**src/rtl/tx_frame_controller.sv**
```systemverilog
// tx_frame_controller
// Sequences the 12-bit rotating serial transmit datapath ({parity, data, 2'b01},
// sent LSB first). Accepts one word per Valid/Ready handshake, strobes Load,
// then issues one ShiftOut per bit period, holds the stop level, reports Done.
// Abort cuts a frame short by flushing the remaining rotation at full speed.
//
// Optional build macro: TX_STOP2_EN -- STOP lasts two bit periods instead of one.
//
// Ports:
//   Clock_i, ResetN_i     clock (rising edge), async active-low reset
//   Data_i, OddParity_i   word and parity mode, sampled on accept
//   Valid_i / Ready_o     producer handshake (Ready only in IDLE)
//   Abort_i               request to cut the current frame short
//   TxData_o, Parity_o    latched word / parity mode to the datapath
//   Load_o, ShiftOut_o    one-cycle datapath strobes
//   Busy_o                high in every state except IDLE
//   Done_o, Aborted_o     one-cycle completion pulses
module tx_frame_controller #(
    parameter int DataLength   = 9,
    parameter int ClocksPerBit = 16,
    parameter int FrameShifts  = 12
) (
    input  logic                  Clock_i,
    input  logic                  ResetN_i,
    input  logic [DataLength-1:0] Data_i,
    input  logic                  OddParity_i,
    input  logic                  Valid_i,
    output logic                  Ready_o,
    input  logic                  Abort_i,
    output logic [DataLength-1:0] TxData_o,
    output logic                  Parity_o,
    output logic                  Load_o,
    output logic                  ShiftOut_o,
    output logic                  Busy_o,
    output logic                  Done_o,
    output logic                  Aborted_o
);

    localparam int BW = (ClocksPerBit > 1) ? $clog2(ClocksPerBit) : 1;
    localparam int SW = $clog2(FrameShifts + 1);
    localparam logic [BW-1:0] BIT_LAST = BW'(ClocksPerBit - 1);
    localparam logic [SW-1:0] SH_FULL  = SW'(FrameShifts);
    localparam logic [SW-1:0] SH_PRE   = SW'(FrameShifts - 1);

    typedef enum logic [2:0] {IDLE, LOAD, SHIFT, STOP, FLUSH} state_t;

    state_t                state_q, state_d;
    logic [BW-1:0]         bit_q, bit_d;
    logic [SW-1:0]         sh_q, sh_d;
    logic [DataLength-1:0] data_q, data_d;
    logic                  par_q, par_d;
`ifdef TX_STOP2_EN
    logic                  stop2_q, stop2_d;   // first stop bit already sent
`endif

    logic bit_last;
    assign bit_last = (bit_q == BIT_LAST);

    always_ff @(posedge Clock_i or negedge ResetN_i) begin
        if (!ResetN_i) begin
            state_q <= IDLE;
            bit_q   <= '0;
            sh_q    <= '0;
            data_q  <= '0;
            par_q   <= 1'b0;
`ifdef TX_STOP2_EN
            stop2_q <= 1'b0;
`endif
        end else begin
            state_q <= state_d;
            bit_q   <= bit_d;
            sh_q    <= sh_d;
            data_q  <= data_d;
            par_q   <= par_d;
`ifdef TX_STOP2_EN
            stop2_q <= stop2_d;
`endif
        end
    end

    always_comb begin
        state_d    = state_q;
        bit_d      = bit_q;
        sh_d       = sh_q;
        data_d     = data_q;
        par_d      = par_q;
`ifdef TX_STOP2_EN
        stop2_d    = stop2_q;
`endif
        Ready_o    = 1'b0;
        Load_o     = 1'b0;
        ShiftOut_o = 1'b0;
        Done_o     = 1'b0;
        Aborted_o  = 1'b0;

        case (state_q)
            IDLE: begin
                Ready_o = 1'b1;
                if (Valid_i) begin
                    data_d  = Data_i;
                    par_d   = OddParity_i;
                    state_d = LOAD;
                end
            end
            LOAD: begin
                Load_o  = 1'b1;
                bit_d   = '0;
                sh_d    = '0;
                state_d = Abort_i ? FLUSH : SHIFT;
            end
            SHIFT: begin
                if (bit_last) begin
                    ShiftOut_o = 1'b1;
                    bit_d      = '0;
                    sh_d       = sh_q + SW'(1);
                end else begin
                    bit_d = bit_q + BW'(1);
                end
                // Abort wins over the move to STOP, even on the final shift;
                // FLUSH then sees a full count and reports Aborted at once.
                if (Abort_i) begin
                    state_d = FLUSH;
                end else if (bit_last && sh_q == SH_PRE) begin
                    state_d = STOP;
`ifdef TX_STOP2_EN
                    stop2_d = 1'b0;
`endif
                end
            end
            STOP: begin
                if (bit_last) begin
                    bit_d = '0;
`ifdef TX_STOP2_EN
                    if (!stop2_q) begin
                        stop2_d = 1'b1;
                    end else begin
                        Done_o  = 1'b1;
                        state_d = IDLE;
                    end
`else
                    Done_o  = 1'b1;
                    state_d = IDLE;
`endif
                end else begin
                    bit_d = bit_q + BW'(1);
                end
            end
            FLUSH: begin
                // Finish the rotation back-to-back so Tx ends on the idle bit.
                if (sh_q == SH_FULL) begin
                    Aborted_o = 1'b1;
                    state_d   = IDLE;
                end else begin
                    ShiftOut_o = 1'b1;
                    sh_d       = sh_q + SW'(1);
                end
            end
            default: state_d = IDLE;
        endcase
    end

    assign Busy_o   = (state_q != IDLE);
    assign TxData_o = data_q;
    assign Parity_o = par_q;

endmodule
```
**config.mk**
```make
export PLATFORM = sky130hd
export DESIGN_NAME = tx_frame_controller
export DESIGN_NICKNAME = d
export VERILOG_FILES = /design/src/rtl/tx_frame_controller.sv
export SDC_FILE = /design/constraint.sdc
export NUM_CORES = 1
export LEC_CHECK = 0
export ABC_AREA = 1
export CAP_MARGIN = 20
export CORE_UTILIZATION = 30
export CTS_CLUSTER_SIZE = 28
export DETAILED_ROUTE_END_ITERATION = 10
export PLACE_DENSITY = 0.59
export SYNTH_ARGS = -nofsm -noshare
export SYNTH_HDL_FRONTEND = slang
export SYNTH_SLANG_ARGS = --single-unit
```
**constraint.sdc**
```tcl
create_clock -name Clock_i -period 3.6 [get_ports Clock_i]
set_input_delay 0.54 -clock Clock_i [delete_from_list [all_inputs] [get_ports Clock_i]]
set_output_delay 0.54 -clock Clock_i [all_outputs]
set_load 0.01 [all_outputs]
```
# [Word-level counts from Yosys, hierarchy flattened]
# Index checks and enable logic that the tools add are counted.
[op_classes] n_addsub=2 eq_ne=13 n_mux=20 reduce_logical=9
[op_table] op="2-to-1 mux 3 bit" n=6
[op_table] op="one-hot mux 3 bit (5 select lines)" n=1
[op_table] op="== test 4 bit (second input constant)" n=3
[op_table] op="2-to-1 mux 4 bit" n=3
[op_table] op="one-hot mux 4 bit (3 select lines)" n=1
[op_table] op="inequality test 2 bit (second input constant)" n=5
[op_table] op="adder 4 x 1 -> 4 bit (second input constant)" n=2
[op_table] op="one-hot mux 4 bit (2 select lines)" n=1
[op_table] op="2-to-1 mux 1 bit" n=7
[op_table] op="== test 3 x 2 -> 1 bit (second input constant)" n=2
[op_table] op="nonzero test 3 bit" n=2
[op_table] op="AND reduction 4 bit" n=1
[op_table] op="== test 3 x 1 -> 1 bit (second input constant)" n=1
[op_table] op="== test 3 bit (second input constant)" n=1
[op_table] op="logical NOT 3 bit" n=1
[op_table] op="inequality test 3 bit (second input constant)" n=1
[op_table] op="AND reduction 3 bit" n=1
[op_table] op="one-hot mux 1 bit (2 select lines)" n=1
[op_table] op="AND reduction 2 bit" n=1
[op_table] op="nonzero test 2 bit" n=1
[op_table] op="OR reduction 2 bit" n=1
[op_table] op="logical AND 1 bit" n=1
[word_totals] register_bits=21 in_bits=14 word_cells=49

# [Logic depth before layout (Yosys ltp)]
# Gate-level depths: netlist of the first run.
[logic_depth] word_depth=5 mapped_depth=8

# [Worst setup path before layout of the first run]
# No wires, ideal clock.
[synth_path] path_type="reg2out" from="reg sh_q[0]" to="out ShiftOut_o" t_arrival_ns=1.028 required_ns=3.060 setup_slack_ns=2.032 stages_incl_launch_ff=6 path_buffers=0 path_cell_list="dfrtp_1 -> inv_1 -> ha_1 -> nand3_2 -> nand3_1 -> o21ai_1"
[synth_via] elab_chain_len=3
[synth_rtl] element="start, declared" line="49" rtl="logic [SW-1:0] sh_q, sh_d;"
[synth_rtl] element="start signal, assigned" line="63" rtl="sh_q <= '0;"
[synth_rtl] element="start signal, assigned" line="72" rtl="sh_q <= sh_d;"
[synth_rtl] element="== test 4 bit" line="150" rtl="if (sh_q == SH_FULL) begin"
[synth_rtl] element="2-to-1 mux 1 bit" line="150"
[synth_rtl] element="one-hot mux 1 bit (2 select lines)" line="96" rtl="case (state_q)"
[synth_rtl] element="end, declared" line="33" rtl="output logic ShiftOut_o,"
# Every way passes these cells.

# [Final worst setup path of the first run]
# Ends and elaborated chain as after synthesis.

==> reports/summary.json, run 1 <==
{
  "run_status": "complete, no violations",
  "power.switching_uw": 474,
  "num_vias": 998,
  "final.hold.worst_slack_ns": 0.477,
  "detail_route.wirelength_um": 2530,
  "post-route-drc-count": 0,
  "grt_start_max_net_pins": 22,
  "r2r_setup_slack_ns": 2.22,
  "regArea_um2": 526,
  "initial_core_util_pct": 32.5,
  "r2r.worst_path.cells": 6,
  "layout_common_cells": "sky130_fd_sc_hd__nand2_1, sky130_fd_sc_hd__clkdlybuf4s50_1, sky130_fd_sc_hd__dfrtp_1",
  "detailedPlace.worstSlack_ns": 1.43,
  "layout-area-overhead-vs-synth_pct": 33.9,
  "timing.critical_path.to": "ShiftOut_o",
  "tightest_slew_ns": 0.940,
  "drt_pre_antenna_iters": 4,
  "die_y_um": 63.1,
  "finalSetupViolations": 0,
  "hold_viol": 0,
  "setup_tns_ns": 0,
  "timing.critical_path.from": "sh_q[0]",
  "worst_setup_path_end_kind": "output pin",
  "power_density_nw_per_um2": 765,
  "stdcell_area_um2": 1500,
  "cts.hold.buffers_added": 0,
  "top_level_ports": 30,
  "vdd_ir_drop_max_uv": 223,
  "fp-row-count": 21,
  "post_synth_instance_area_um2": 1120,
  "vias_per_cell": 4.62,
  "setup.worst_path.start_class": "flop",
  "post_synth_num_cell_types": 24,
  "initialDrtViolationCount": 35,
  "area_of_the_multi_input_gates_um2": 518,
  "syn_area_per_cell_um2": 8.05,
  "p_int_uw": 671,
  "tritoncts.num_buffers": 3,
  "rr_startpoint": "state_q[1]",
  "fmax_mhz": 407,
  "final_cells": 216,
  "post_synth_inst_count": 139,
  "finalWorstPathRequiredPeriod_ns": 2.46,
  "cp_data_required_time_ns": 3.06,
  "clock_power_share_pct": 13.7,
  "wl_per_cell_um": 11.7,
  "postPlaceCellArea_um2": 1450,
  "grtUsageTotal_pct": 14.5,
  "finalCritPeriodShare_pct": 68.2,
  "critical_path_class": "reg2out",
  "timing.max_slew.rel_slack_pct": 37.2,
  "ant_nets": 0,
  "yosys_warnings": 0,
  "grt_pass1_vias": 991,
  "cts_tree": "yes",
  "final_net_count": 188,
  "synth.yosys.seq_area_share_pct": 47.0,
  "cts_resized": 0,
  "place_inst": 212,
  "clock_tree.htree_level_count": 1,
  "timing.final.ws_setup_ns": 1.14,
  "combPwrFrac_pct": 51.2,
  "antenna_violations_before_repair": 0,
  "critical_path_peak_fanout": 5,
  "static-leakage-power_nw": 0.740,
  "finalMaxSlewViolations": 0,
  "clkTransAtPathRegs_ns": 0.08,
  "fill_count": 354,
  "critical_path_arrival_ns": 1.92,
  "total_congestion_overflow": 0,
  "hold_class": "reg2reg",
  "skew_final_ns": 0.00355,
  "max_cap_viol_count": 0,
  "synth_net_count": 156,
  "clock_net_sink_count": 21,
  "die_w_um": 63.1,
  "power.share.sequential_pct": 35.1,
  "worst_skew_pair.late_latency_ns": 0.26,
  "switching_share_pct": 41.4,
  "cts_root_buf": "sky130_fd_sc_hd__clkbuf_8",
  "fraction_of_layout_instances_using_a_drive_strength_above_1_pct": 9.41,
  "synth_seq_cells": 21,
  "place_congestion": 0.819,
  "final_antenna_diode_count": 0,
  "r2r-end": "TxData_o[4]",
  "die-area_um2": 3980,
  "clock_buffer_depth": 2,
  "mostFrequentLayoutCell": "sky130_fd_sc_hd__nand2_1",
  "cts_setup_buffers": 0,
  "place.detailed.hpwl_um": 1970,
  "grt_pass1_wl_um": 4570,
  "core_area_um2": 3440,
  "rsz0062_at_grt": "false",
  "numPortBuffers": 29
}
[per-stage QoR]
step	total power, mW	utilization (%)
2_1_floorplan	0.758	-
3_3_place_gp	0.984	42.2
3_5_place_dp	1.00	42.2
4_1_cts	1.17	43.5
5_1_grt	1.25	43.5
6_report	1.15	43.5
[flip-flops by register name (all words and copies together) (netlist names)]
signal / flops
TxData_o: 9
sh_q: 4
state_q: 3
Parity_o: 1
bit_q: 4
[power groups by stage]
stage	clock (mW)	sequential (mW)	combinational (mW)
after floorplan	0	0.422	0.336
after global placement	0	0.400	0.584
after detailed placement	0	0.407	0.594
after CTS	0.165	0.403	0.597
after global routing	0.170	0.418	0.659
final	0.157	0.402	0.586
[Yosys cell counts]
master	instances	area, µm²
sky130_fd_sc_hd__nand2_1	45	169
sky130_fd_sc_hd__dfrtp_1	21	526
sky130_fd_sc_hd__nand3_1	18	90.1
sky130_fd_sc_hd__inv_1	14	52.6
sky130_fd_sc_hd__nor2_1	11	41.3
sky130_fd_sc_hd__nand2_2	4	25.0
sky130_fd_sc_hd__ha_1	3	37.5
sky130_fd_sc_hd__nand3_2	3	30.0
sky130_fd_sc_hd__o21ai_1	3	15.0
sky130_fd_sc_hd__inv_2	2	7.51
sky130_fd_sc_hd__nor2_4	2	22.5
sky130_fd_sc_hd__a21oi_1	1	5.00
sky130_fd_sc_hd__a22o_1	1	8.76
sky130_fd_sc_hd__a31oi_1	1	6.26
sky130_fd_sc_hd__buf_6	1	11.3
sky130_fd_sc_hd__clkbuf_1	1	3.75
sky130_fd_sc_hd__nand3b_4	1	20.0
sky130_fd_sc_hd__nand4_1	1	6.26
sky130_fd_sc_hd__nor3_1	1	5.00
sky130_fd_sc_hd__o21ai_0	1	5.00
sky130_fd_sc_hd__o22ai_1	1	6.26
sky130_fd_sc_hd__o31ai_1	1	7.51
sky130_fd_sc_hd__xnor2_1	1	8.76
sky130_fd_sc_hd__xor2_1	1	8.76
[critical path: stages, from the launching register on]
cell and delay (ns):
sky130_fd_sc_hd__dfrtp_1 0.41, sky130_fd_sc_hd__inv_1 0.08, sky130_fd_sc_hd__ha_1 0.20, sky130_fd_sc_hd__nand3_2 0.11, sky130_fd_sc_hd__nand3_1 0.11, sky130_fd_sc_hd__o21ai_1 0.16, sky130_fd_sc_hd__clkdlybuf4s50_1 0.58
[kinds of logic after synthesis]
logic type | Yosys count | share of synthesized area (%)
buf+inv | 18 | 6.71
compound gates | 9 | 4.81
xor+xnor | 2 | 1.57
fa+ha+maj | 3 | 3.36
simple gates | 86 | 36.6
flops | 21 | 47.0
[routing by layer]
layer	GRT usage [%]	up-vias	routed length (µm)
li1	-	504	-
met1	18.1	473	1110
met2	24.6	17	1330
met3	2.17	4	48
met4	6.10	0	41
met5	0	-	0
[how the worst min path moves through the flow]
| stage | slack (ns) | end | cells after the start | startpoint |
|---|---|---|---|---|
| finish | 0.48 | TxData_o[5] | 2 | TxData_o[5] |
| global route | 0.50 | TxData_o[5] | 2 | TxData_o[5] |
| CTS | 0.48 | TxData_o[5] | 2 | TxData_o[5] |
| detailed placement | 0.46 | TxData_o[5] | 2 | TxData_o[5] |
| global placement | 0.46 | TxData_o[7] | 2 | TxData_o[7] |
| floorplan | 0.24 | Parity_o | 0 | ResetN_i |
[area by class of cell]
class / instances / share of cell area (%)
inverter: 16 / 4.01
multi-input combinational: 100 / 34.6
sequential: 21 / 35.1
clock buffer: 3 / 2.76
tap: 46 / 3.84
timing repair buffer: 29 / 19.4
clock inverter: 1 / 0.334
No activity file was read; power rests on OpenSTA's default activity.
==> run 2: changes to the inputs <==
clock period = 2.6 ns   (was 3.6 ns; I/O delays follow)
==> run 2 against run 1 <==
Sequential cell count stayed put. Die area stayed put. Final cell count is 0.46% higher. Via count is 2.2% lower. Sequential power is 39% higher. Largest cell class unchanged.
==> reports/summary.json, run 2 (same netlist as run 1, synthesis figures left out) <==
{
  "critical_path_arrival_ns": 1.96,
  "fmax_mhz": 425,
  "cts_tree": "yes",
  "num_vias": 976,
  "initialDrtViolationCount": 50,
  "timing.max_slew.rel_slack_pct": 66.1,
  "p_int_uw": 932,
  "clock_net_sink_count": 21,
  "area_of_the_multi_input_gates_um2": 518,
  "mostFrequentLayoutCell": "sky130_fd_sc_hd__nand2_1",
  "grt_start_max_net_pins": 22,
  "wl_per_cell_um": 11.4,
  "fraction_of_layout_instances_using_a_drive_strength_above_1_pct": 9.94,
  "postPlaceCellArea_um2": 1460,
  "finalSetupViolations": 0,
  "fill_count": 351,
  "finalCritPeriodShare_pct": 90.5,
  "run_status": "complete, no violations",
  "antenna_violations_before_repair": 0,
  "grt_pass1_vias": 988,
  "hold_viol": 0,
  "drt_pre_antenna_iters": 4,
  "cp_data_required_time_ns": 2.21,
  "tritoncts.num_buffers": 3,
  "vias_per_cell": 4.50,
  "critical_path_class": "reg2out",
  "hold_class": "in2async",
  "final_core_utilization_pct": 43.7,
  "power.switching_uw": 652,
  "static-leakage-power_nw": 0.745,
  "cts_setup_buffers": 0,
  "setup.worst_path.start_class": "flop",
  "clock_power_share_pct": 13.4,
  "clock_tree.htree_level_count": 1,
  "r2r_setup_slack_ns": 1.21,
  "timing.critical_path.from": "sh_q[0]",
  "final_antenna_diode_count": 0,
  "rsz0062_at_grt": "false",
  "power_density_nw_per_um2": 1050,
  "cts.hold.buffers_added": 0,
  "cts_root_buf": "sky130_fd_sc_hd__clkbuf_8",
  "grtUsageTotal_pct": 13.9,
  "setup_tns_ns": 0,
  "fp-row-count": 21,
  "worst_setup_path_end_kind": "output pin",
  "die_y_um": 63.1,
  "layout-area-overhead-vs-synth_pct": 34.6,
  "core_area_um2": 3440,
  "critical_path_peak_fanout": 5,
  "tightest_slew_ns": 0.507,
  "stdcell_area_um2": 1510,
  "layout_common_cells": "sky130_fd_sc_hd__nand2_1, sky130_fd_sc_hd__clkdlybuf4s50_1, sky130_fd_sc_hd__dfrtp_1",
  "vdd_ir_drop_max_uv": 371,
  "initial_core_util_pct": 32.5,
  "r2r.worst_path.cells": 6,
  "skew_final_ns": 0.00751,
  "place_congestion": 0.827,
  "die-area_um2": 3980,
  "total_congestion_overflow": 0,
  "clock_buffer_depth": 2,
  "grt_pass1_wl_um": 4300,
  "place.detailed.hpwl_um": 1970,
  "die_w_um": 63.1,
  "ant_nets": 0,
  "power.share.sequential_pct": 35.2,
  "r2r-end": "TxData_o[4]",
  "detail_route.wirelength_um": 2470,
  "post-route-drc-count": 0,
  "switching_share_pct": 41.2,
  "cts_resized": 0,
  "rr_startpoint": "state_q[1]",
  "clkTransAtPathRegs_ns": 0.08,
  "numPortBuffers": 29,
  "worst_skew_pair.late_latency_ns": 0.26,
  "final_net_count": 189,
  "regArea_um2": 526,
  "finalMaxSlewViolations": 0,
  "number_of_flip_flops_under_the_largest_register_name": 9,
  "max_cap_viol_count": 0,
  "combPwrFrac_pct": 51.4,
  "top_level_ports": 30,
  "finalWorstPathRequiredPeriod_ns": 2.35
}
[run 2: through the flow]
stage	hold slack, ns	setup slack, ns	total power [mW]	cells
after floorplan	0.0944	1.18	1.05	139
after global placement	0.456	0.619	1.36	213
after detailed placement	0.467	0.544	1.39	213
after CTS	0.484	0.247	1.61	217
after global routing	0.488	0.0723	1.73	217
final	0.465	0.247	1.58	217
[run 2: power groups by stage]
stage	combinational (mW)	clock, mW	sequential, mW
after floorplan	0.466	0	0.584
after global placement	0.809	0	0.554
after detailed placement	0.825	0	0.564
after CTS	0.829	0.222	0.558
after global routing	0.914	0.233	0.581
final	0.814	0.213	0.557
[run 2: cell type report]
type                       instances  share of cell area [%]
tap                               46                    3.82
clock buffer                       3                    2.74
inverter                          16                    3.99
timing repair buffer              30                    19.8
clock inverter                     1                   0.333
multi-input combinational        100                    34.4
sequential                        21                    34.9
[run 2: worst max-delay path by stage]
stage | slack [ns] | depth (start not counted) | endpoint
floorplan | 1.18 | 5 | ShiftOut_o
global placement | 0.62 | 6 | ShiftOut_o
detailed placement | 0.54 | 6 | ShiftOut_o
CTS | 0.25 | 6 | ShiftOut_o
global route | 0.07 | 6 | ShiftOut_o
finish | 0.25 | 6 | ShiftOut_o
[run 2: critical path, cell delays in order (launching register included)]
cell and delay (ns):
sky130_fd_sc_hd__dfrtp_1 0.41, sky130_fd_sc_hd__inv_1 0.09, sky130_fd_sc_hd__ha_1 0.21, sky130_fd_sc_hd__nand3_2 0.11, sky130_fd_sc_hd__nand3_1 0.12, sky130_fd_sc_hd__o21ai_1 0.19
sky130_fd_sc_hd__clkdlybuf4s50_1 0.59
[run 2: metal layers]
layer  routed length, µm  global-route usage [%]  up-vias
met5                   0                       0        -
met4                  16                    5.23        0
met3                  64                    3.26        2
met2                1350                    25.4       13
met1                1040                    15.4      456
li1                    -                       -      505
==> run 3: changes to the inputs <==
CORE_MARGIN = 4   (was not set)
==> run 3 against run 2 <==
Clock power about the same. Clock skew decreased by 0.0061 ns. Sequential share of layout area is the same. Critical path depth unchanged. Global-route usage fell by 2.4 points. Routed wire length rose by 2.8%. Sequential cell count stayed put. First-iteration DRC count fell by 4.0%. Critical path type unchanged. Highest routed layer unchanged.
==> reports/summary.json, run 3 (same netlist as run 1, synthesis figures left out) <==
{
  "critical_path.cell_chain": "inv_1 > ha_1 > nand3_2 > nand3_1 > o21ai_1 > clkdlybuf4s50_1",
  "top_level_ports": 30,
  "cts_tree": "yes",
  "run_status": "complete, no violations",
  "vdd_ir_drop_max_uv": 251,
  "hold_class": "in2async",
  "numPortBuffers": 29,
  "timing.max_slew.rel_slack_pct": 65.3,
  "die_y_um": 69.1,
  "mostFrequentLayoutCell": "sky130_fd_sc_hd__nand2_1",
  "final_net_count": 189,
  "detailroute.wirelength.met2_um": 1310,
  "die-area_um2": 4770,
  "clkTransAtPathRegs_ns": 0.08,
  "finalMaxSlewViolations": 0,
  "cp_data_required_time_ns": 2.21,
  "core_area_um2": 3470,
  "layout_common_cells": "sky130_fd_sc_hd__nand2_1, sky130_fd_sc_hd__clkdlybuf4s50_1, sky130_fd_sc_hd__dfrtp_1",
  "static-leakage-power_nw": 0.745,
  "crit_cells": 6,
  "tightest_slew_ns": 0.518,
  "fp-row-count": 21,
  "power_density_nw_per_um2": 1050,
  "post-route-drc-count": 0,
  "grtUsageTotal_pct": 11.5,
  "r2r.worst_path.cells": 6,
  "cts_resized": 0,
  "cts_root_buf": "sky130_fd_sc_hd__clkbuf_8",
  "r2r_setup_slack_ns": 1.20,
  "final_antenna_diode_count": 0,
  "die_w_um": 69.1,
  "fraction_of_layout_instances_using_a_drive_strength_above_1_pct": 9.94,
  "path_buf_inv": 2,
  "clock_tree.htree_level_count": 1,
  "hold_viol": 0,
  "rsz0062_at_grt": "false",
  "grt_pass1_vias": 1046,
  "grt_start_max_net_pins": 22,
  "initialDrtViolationCount": 48,
  "finalCritPeriodShare_pct": 89.1,
  "finalWorstPathRequiredPeriod_ns": 2.32,
  "clock_net_sink_count": 21,
  "ant_nets": 0,
  "critical-path-top-delay-family": "buffers and inverters",
  "grt_pass1_wl_um": 4570,
  "cts_setup_buffers": 0,
  "wl_per_cell_um": 11.7,
  "final_core_utilization_pct": 43.4,
  "initial_core_util_pct": 32.3,
  "setup_tns_ns": 0,
  "cts.hold.buffers_added": 0,
  "crit_path_max_incr_delay_ns": 0.58,
  "drt_pre_antenna_iters": 4,
  "met1Wirelength_um": 1110,
  "r2r-end": "TxData_o[2]",
  "finalSetupViolations": 0,
  "tritoncts.num_buffers": 3,
  "skew_final_ns": 0.00146,
  "routed.top_layer": "met4",
  "max_cap_viol_count": 0,
  "total_congestion_overflow": 0,
  "setup.worst_path.start_class": "flop",
  "antenna_violations_before_repair": 0,
  "worst_setup_path_end_kind": "output pin",
  "num_vias": 1002,
  "critical_path_arrival_ns": 1.93,
  "fmax_mhz": 432,
  "number_of_flip_flops_under_the_largest_register_name": 9,
  "wl_met3_um": 60,
  "worst_skew_pair.late_latency_ns": 0.26,
  "critical_path_peak_fanout": 5,
  "rr_startpoint": "state_q[1]",
  "timing.critical_path.to": "ShiftOut_o",
  "place_congestion": 0.787,
  "timing.critical_path.from": "sh_q[0]",
  "slowest_stage": "sky130_fd_sc_hd__clkdlybuf4s50_1",
  "vias_per_cell": 4.62,
  "layout-area-overhead-vs-synth_pct": 34.6,
  "critical_path_class": "reg2out",
  "detail_route.wirelength_um": 2540,
  "clock_buffer_depth": 2,
  "place.detailed.hpwl_um": 2000
}
[run 3: layer usage]
metal  track usage (%)  vias up
li1                  -      508
met1              13.2      465
met2              20.0       25
met3              1.74        4
met4              6.72        0
met5                 0        -
[run 3: final cells by class]
class / count / area, µm²
Multi-Input combinational cell: 100 / 518
Inverter: 16 / 60.1
Timing Repair Buffer: 30 / 298
Clock buffer: 3 / 41.3
Tap cell: 46 / 57.6
Fill cell: 380 / 1960
Clock inverter: 1 / 5.00
Sequential cell: 21 / 526
[run 3: worst min-delay path by stage]
stage | startpoint | endpoint | cells past startpoint
finish | ResetN_i | state_q[1] | 2
global route | ResetN_i | TxData_o[5] | 2
CTS | TxData_o[3] | TxData_o[3] | 2
detailed placement | TxData_o[3] | TxData_o[3] | 2
global placement | TxData_o[5] | TxData_o[5] | 2
floorplan | ResetN_i | Parity_o | 0
[run 3: where the power goes]
group | total (mW) | internal (mW) | switching, mW
logic | 0.812 | 0.371 | 0.441
clock network | 0.216 | 0.107 | 0.109
registers | 0.558 | 0.454 | 0.104
[run 3: through the flow]
| step | area, µm² | setup WS (ns) | std cells | total power [mW] | hold WS (ns) |
|---|---|---|---|---|---|
| floorplan | 1120 | 1.18 | 139 | 1.05 | 0.0944 |
| CTS | 1510 | 0.265 | 217 | 1.61 | 0.477 |
| finish | 1510 | 0.283 | 217 | 1.59 | 0.471 |
| global route | 1510 | 0.139 | 217 | 1.73 | 0.501 |
| detailed placement | 1460 | 0.560 | 213 | 1.39 | 0.458 |
| global placement | 1460 | 0.620 | 213 | 1.37 | 0.457 |
